<file path="src/rtl/ide_reset_sequencer.sv">
`default_nettype none
// ============================================================================
// Module   : ide_reset_sequencer
// Brief    : Device-side ATA post-reset sequencer. Holds BSY while a hardware
//            or software reset is asserted, pulses the signature load on
//            entry to the diagnostic interval, then publishes the diagnostic
//            code and releases BSY with DRDY set.
// Revision : 1.0 - initial release
// ============================================================================
module ide_reset_sequencer #(
    parameter int unsigned DIAG_CYCLES = 32'h0000_0400,
    parameter int unsigned CNT_W       = 21
) (
    input  logic       clk,
    input  logic       rst,
    input  logic       ide_rst,
    input  logic       srst,
    input  logic       diag_fail,
    output logic       bsy,
    output logic       drdy,
    output logic       sig_load,
    output logic [7:0] diag_code,
    output logic       hw_reset,
    output logic       reset_done
);

    typedef enum logic [1:0] {
        ST_HOLD  = 2'd0,
        ST_DIAG  = 2'd1,
        ST_READY = 2'd2
    } state_t;

    // Counter value on the final diagnostic cycle.
    localparam logic [CNT_W-1:0] C_LAST_CNT = CNT_W'(DIAG_CYCLES - 1);

    state_t           r_state_q,      w_state_d;
    logic [CNT_W-1:0] r_cnt_q,        w_cnt_d;
    logic             r_bsy_q,        w_bsy_d;
    logic             r_drdy_q,       w_drdy_d;
    logic             r_sig_load_q,   w_sig_load_d;
    logic             r_reset_done_q, w_reset_done_d;
    logic             r_hw_reset_q,   w_hw_reset_d;
    logic [7:0]       r_diag_code_q,  w_diag_code_d;

    logic             w_any_rst;

    assign w_any_rst = ide_rst | srst;

    // Next-state and next-output computation for the reset protocol.
    always_comb begin
        w_state_d      = r_state_q;
        w_cnt_d        = r_cnt_q;
        w_bsy_d        = r_bsy_q;
        w_drdy_d       = r_drdy_q;
        w_sig_load_d   = 1'b0;
        w_reset_done_d = 1'b0;
        w_diag_code_d  = r_diag_code_q;
        // Track the source of the most recent reset; hardware wins a tie.
        if (ide_rst) begin
            w_hw_reset_d = 1'b1;
        end else if (srst) begin
            w_hw_reset_d = 1'b0;
        end else begin
            w_hw_reset_d = r_hw_reset_q;
        end

        case (r_state_q)
            ST_HOLD: begin
                w_bsy_d  = 1'b1;
                w_drdy_d = 1'b0;
                w_cnt_d  = '0;
                if (!w_any_rst) begin
                    w_state_d    = ST_DIAG;
                    w_sig_load_d = 1'b1;
                end
            end
            ST_DIAG: begin
                w_bsy_d  = 1'b1;
                w_drdy_d = 1'b0;
                if (w_any_rst) begin
                    // Abort: restart the whole sequence once resets drop.
                    w_state_d = ST_HOLD;
                    w_cnt_d   = '0;
                end else if (r_cnt_q == C_LAST_CNT) begin
                    w_state_d      = ST_READY;
                    w_cnt_d        = '0;
                    w_bsy_d        = 1'b0;
                    w_drdy_d       = 1'b1;
                    w_reset_done_d = 1'b1;
                    w_diag_code_d  = diag_fail ? 8'h00 : 8'h01;
                end else begin
                    w_cnt_d = r_cnt_q + CNT_W'(1);
                end
            end
            ST_READY: begin
                w_bsy_d  = 1'b0;
                w_drdy_d = 1'b1;
                if (w_any_rst) begin
                    w_state_d = ST_HOLD;
                    w_bsy_d   = 1'b1;
                    w_drdy_d  = 1'b0;
                end
            end
            default: begin
                w_state_d = ST_HOLD;
                w_cnt_d   = '0;
                w_bsy_d   = 1'b1;
                w_drdy_d  = 1'b0;
            end
        endcase
    end

    // State and registered outputs; global reset overrides everything.
    always_ff @(posedge clk) begin
        if (rst) begin
            r_state_q      <= ST_HOLD;
            r_cnt_q        <= '0;
            r_bsy_q        <= 1'b1;
            r_drdy_q       <= 1'b0;
            r_sig_load_q   <= 1'b0;
            r_reset_done_q <= 1'b0;
            r_hw_reset_q   <= 1'b1;
            r_diag_code_q  <= 8'h00;
        end else begin
            r_state_q      <= w_state_d;
            r_cnt_q        <= w_cnt_d;
            r_bsy_q        <= w_bsy_d;
            r_drdy_q       <= w_drdy_d;
            r_sig_load_q   <= w_sig_load_d;
            r_reset_done_q <= w_reset_done_d;
            r_hw_reset_q   <= w_hw_reset_d;
            r_diag_code_q  <= w_diag_code_d;
        end
    end

    assign bsy        = r_bsy_q;
    assign drdy       = r_drdy_q;
    assign sig_load   = r_sig_load_q;
    assign reset_done = r_reset_done_q;
    assign hw_reset   = r_hw_reset_q;
    assign diag_code  = r_diag_code_q;

endmodule
`default_nettype wire

</file>
<file path="config.mk">
export PLATFORM = sky130hd
export DESIGN_NAME = ide_reset_sequencer
export DESIGN_NICKNAME = d
export VERILOG_FILES = /design/src/rtl/ide_reset_sequencer.sv
export SDC_FILE = /design/constraint.sdc
export NUM_CORES = 1
export LEC_CHECK = 0
export ABC_CLOCK_PERIOD_IN_PS = 2100
export CORE_UTILIZATION = 49
export CTS_CLUSTER_DIAMETER = 100
export CTS_CLUSTER_SIZE = 16
export DETAILED_ROUTE_END_ITERATION = 10
export PLACE_DENSITY = 0.83
export SYNTH_ARGS = -nofsm -noshare
export SYNTH_HDL_FRONTEND = slang
export SYNTH_SLANG_ARGS = --single-unit
</file>
<file path="constraint.sdc">
create_clock -name clk -period 2.1 [get_ports clk]
set_clock_uncertainty 0.1 [all_clocks]
set_input_delay 0.63 -clock clk [delete_from_list [all_inputs] [get_ports clk]]
set_output_delay 0.63 -clock clk [all_outputs]
set_load 0.005 [all_outputs]
</file>
# Word level (Yosys, flattened, before mapping)
# Index checks and enable logic that the tools add are counted.
[word_totals]
regBits = 36
[op_classes]
n_addsub = 1
n_eq_ne = 6
n_mux = 17
n_bitwise = 4
reduce_logical = 6
[ops]
columns = ["operator", "count"]
rows = [
  ["two-way mux 21 bit", 2],
  ["one-hot mux 21 bit (2 select lines)", 1],
  ["adder 21 x 1 -> 21 bit, second input constant", 1],
  ["equality test 21 x 10 -> 1 bit, second input constant", 1],
  ["two-way mux 2 bit", 4],
  ["two-way mux 1 bit", 7],
  ["one-hot mux 2 bit (3 select lines)", 1],
  ["AND reduction 3 bit", 2],
  ["OR reduction 2 bit", 3],
  ["!= test 2 bit, second input constant", 2],
  ["one-hot mux 1 bit (2 select lines)", 2],
  ["!= test 3 bit, second input constant", 1],
  ["inverter 1 bit", 3],
  ["equality test 2 x 1 -> 1 bit, second input constant", 1],
  ["equality test 2 bit, second input constant", 1],
  ["zero test 2 bit", 1],
  ["bitwise OR 1 bit", 1],
]

# Longest topological paths before layout
[logic_depth]
depth_word = 4
mapped_depth = 8
ltp_nobuf = 6

# Worst setup path after synthesis
# No wires, ideal clock.
[synth_path]
path_type = "flip-flop to flip-flop"
from = "register r_cnt_q[13]"
to = "register r_diag_code_q[0] (netlist: diag_code[0])"
setup_ns = 0.123
t_arrival_ns = 2.020
path_slack_ns = -0.144
path_stages_with_launch = 5
path_buffers = 0
period_less_slack_ns = 2.244
path_cell_list = "dfxtp_1 > or4_1 > or4_4 > or3_1 > mux2_1"
[synth_between]
elab_chain_len = 2
[synth_lines]
columns = ["item", "line", "source"]
rows = [
  ["start, declared", "37", "logic [CNT_W-1:0] r_cnt_q, w_cnt_d;"],
  ["start signal, assigned", "126", "r_cnt_q <= w_cnt_d;"],
  ["equality test 21 x 10 -> 1 bit", "84", "end else if (r_cnt_q == C_LAST_CNT) begin"],
  ["AND reduction 3 bit (no line)", "-", ""],
  ["end signal, assigned", "132", "r_diag_code_q <= w_diag_code_d;"],
  ["end, declared", "43", "logic [7:0] r_diag_code_q, w_diag_code_d;"],
]
# No other way between the ends.
# A chain may end at the register's enable or synchronous reset.

# Worst setup path in the final report
[layout_path]
from = "register r_cnt_q[18]"
to = "register r_diag_code_q[0] (netlist: diag_code[0])"
# Same word-level chain as after synthesis.

==> out/qor.txt <==
Status -> finished with violations
Failing checks -> negative setup slack
Worst Setup End Kind -> flop
Starting Density -> 0.534
Min-delay src -> hw_reset
Synth warnings -> 0
Setup crit start -> r_cnt_q[18]
Clock tree buffer depth -> 2
Worst-Skew Late Latency -> 330 ps
Routed len/inst -> 16.4 µm
Register area -> 584 µm²
Final worst path period share -> 1.14
EDFF count, synth -> 0
Via density -> 6.03
Crit-path max FO -> 4
Fin. max-slew vios -> 0
Row Count -> 19
CTS Sinks -> 29
Crit-path leading delay family -> simple AND/OR/NAND/NOR gates
CP bufs+invs -> 1
Final nets -> 240
Syn Area/Cell -> 8.42 µm²
Worst setup margin -> -286 ps
Initial antenna violation count -> 0
Gp weighted congestion -> 0.969
Design area -> 0.00208 mm²
Die Area -> 0.00334 mm²
Critical Path AT -> 2520 ps
FF-to-FF Start -> r_cnt_q[18]
CP Cell Sequence -> or4_1, or4_4, buf_6, or3_4, mux2_4
RSZ-0062 raised after global routing -> yes
Max Cap Viol -> 0
Synth cell types -> 43
DR iter-0 viols -> 82
Seq/Total Area, Yosys -> 0.381
Die width -> 57.8 µm
Share of cells above drive strength 1 -> 0.293
CTS tree -> yes
CTS clock-pin slew for the worst setup and hold paths -> 90 ps
Post-DP HPWL -> 2850 µm
Post-route antenna net violation count -> 0
Die height -> 57.8 µm
Area Overhead vs Synth -> 36.4%
WL final -> 4320 µm
Largest net degree at the start of global routing -> 16
Setup tns final -> -1890 ps
Vias in the first global route -> 1535
Remaining DRCs -> 0
Leakage -> 0.782 nW
Vias -> 1587
# IOs -> 18
Tot Pwr -> 0.962 mW
First-pass GRT wire length -> 7010 µm
Core Footprint -> 0.00285 mm²
Flop and latch count out of synthesis -> 29
Fmax -> 0.419 GHz
Final Hold Viols -> 0
GRT Residual Overflow -> 0
Total CTS buffers -> 5
Critical path startpoint category -> flop
Total track usage -> 0.283
Top FF cell, synth -> dfxtp_1
Area occupied by multi-input gates -> 951 µm²
Finished Core Util -> 0.729
Syn Std Cell Area -> 0.00152 mm²
Clk root buf -> clkbuf_4
Final setup viols -> 22
Slowest CP cell -> or4_4
Fillers -> 200
Peak supply drop -> 0.000416 V
Tmin final -> 2390 ps
Hold Crit Class -> reg2reg
Number of port buffers -> 10
Drt pass-1 iters -> 5
WP data required -> 2230 ps
Antenna Cells -> 0
Syn Inst Count -> 181
Power Dens Cells -> 463 mW/mm²
H-tree depth -> 2
Placed insts -> 251
CP Class -> reg2reg
Post-Layout Cell Count -> 263
Slowest cell delay on critical path -> 560 ps
Placed Area -> 0.00188 mm²
Post-synth ARST share -> 0
final timing paths:
| kind | end | slack (ps) | depth (start not counted) |
|---|---|---|---|
| worst max-delay path | diag_code[0] | -290 | 5 |
| worst min-delay path | hw_reset | 370 | 2 |
| worst max register to register | diag_code[0] | -290 | 5 |
| worst min register to register | hw_reset | 370 | 2 |
area by class of cell:
type / instances / area share
clock buffer: 8 / 0.0235
inverter: 8 / 0.0144
multi-input combinational: 136 / 0.458
sequential: 29 / 0.281
tap: 31 / 0.0187
timing repair buffer: 51 / 0.205
timing repair:
action	4_1_cts	5_1_grt
hold buffers	0	0
setup endpoints to repair	21	27
pin swaps	5	2
resized for setup	11	16
hold endpoints to repair	0	0
buffers inserted	3	1
metrics by stage:
stage          hold slack [ps]  worst slack, ps
5_1_grt                    412             -309
2_1_floorplan              352             -115
4_1_cts                    371             -268
6_report                   366             -286
3_5_place_dp               354             -441
3_3_place_gp               356             -368
where the power goes:
group	total (mW)	internal [mW]	leakage, nW	switching (mW)
registers	0.558	0.555	0.236	0.00304
clock network	0.326	0.133	0.0265	0.193
logic	0.0781	0.0394	0.520	0.0387
flip-flops by register name (all words and copies together), names as in the netlist:
| register | count |
|---|---|
| bsy | 1 |
| diag_code | 1 |
| drdy | 1 |
| hw_reset | 1 |
| r_cnt_q | 21 |
| r_state_q | 2 |
| reset_done | 1 |
| sig_load | 1 |
worst register-to-register path, delay by kind of cell (launching register included):
family | cells | cell delay, ps
and+or+nand+nor | 3 | 1420
DFF | 1 | 320
muxes | 1 | 310
buffers and inverters | 1 | 150
placed cells by master (no fill, tap or decap), types with 3 or more instances in the layout:
master	netlist	final
clkbuf_4	0	5
o21ai_0	8	7
a21oi_1	9	5
or4_1	4	3
buf_4	7	37
nor4_1	8	6
conb_1	1	7
nand4b_1	3	3
nor2_1	21	20
mux2i_1	3	3
ha_1	4	4
dfxtp_1	29	26
o21ai_1	2	3
clkdlybuf4s50_1	0	9
nand2_1	9	9
and3_1	3	3
inv_1	8	8
clkbuf_1	5	3
nand4_1	4	4
dfxtp_2	0	3
buf_6	1	4
nand3_1	7	6
a21oi_2	0	3
xnor2_1	10	10
synth_stat cells (3+ instances only):
cell type | instances | area [µm²]
o21ai_0 | 8 | 40.0
nor4_1 | 8 | 50.1
inv_1 | 8 | 30.0
and3_1 | 3 | 18.8
buf_4 | 7 | 52.6
mux2i_1 | 3 | 30.0
clkbuf_1 | 5 | 18.8
nand3_1 | 7 | 35.0
nor3_1 | 4 | 20.0
or3_1 | 3 | 18.8
nand2_1 | 9 | 33.8
a21oi_1 | 9 | 45.0
nand4b_1 | 3 | 26.3
nor2_1 | 21 | 78.8
ha_1 | 4 | 50.1
nand4_1 | 4 | 25.0
or4_1 | 4 | 30.0
xnor2_1 | 10 | 87.6
dfxtp_1 | 29 | 581
metal layers:
| metal | part of all wire | vias up | global-route usage |
|---|---|---|---|
| met5 | 0 | - | 0 |
| met4 | 0.031 | 0 | 0.160 |
| met3 | 0.071 | 19 | 0.0982 |
| met2 | 0.49 | 76 | 0.465 |
| met1 | 0.41 | 747 | 0.321 |
| li1 | - | 745 | - |
logic make-up (layout without fill, tap and decap cells):
group | count (synthesis) | count (layout) | share of synthesized area
compound gates | 30 | 30 | 0.125
other cells | 1 | 7 | 0.00246
mux | 4 | 4 | 0.0271
simple gates | 81 | 81 | 0.297
fa+ha+maj | 4 | 4 | 0.0328
flops | 29 | 29 | 0.381
buf+inv | 22 | 67 | 0.0772
xor+xnor | 10 | 10 | 0.0575
(Power assumes the default switching activity.)
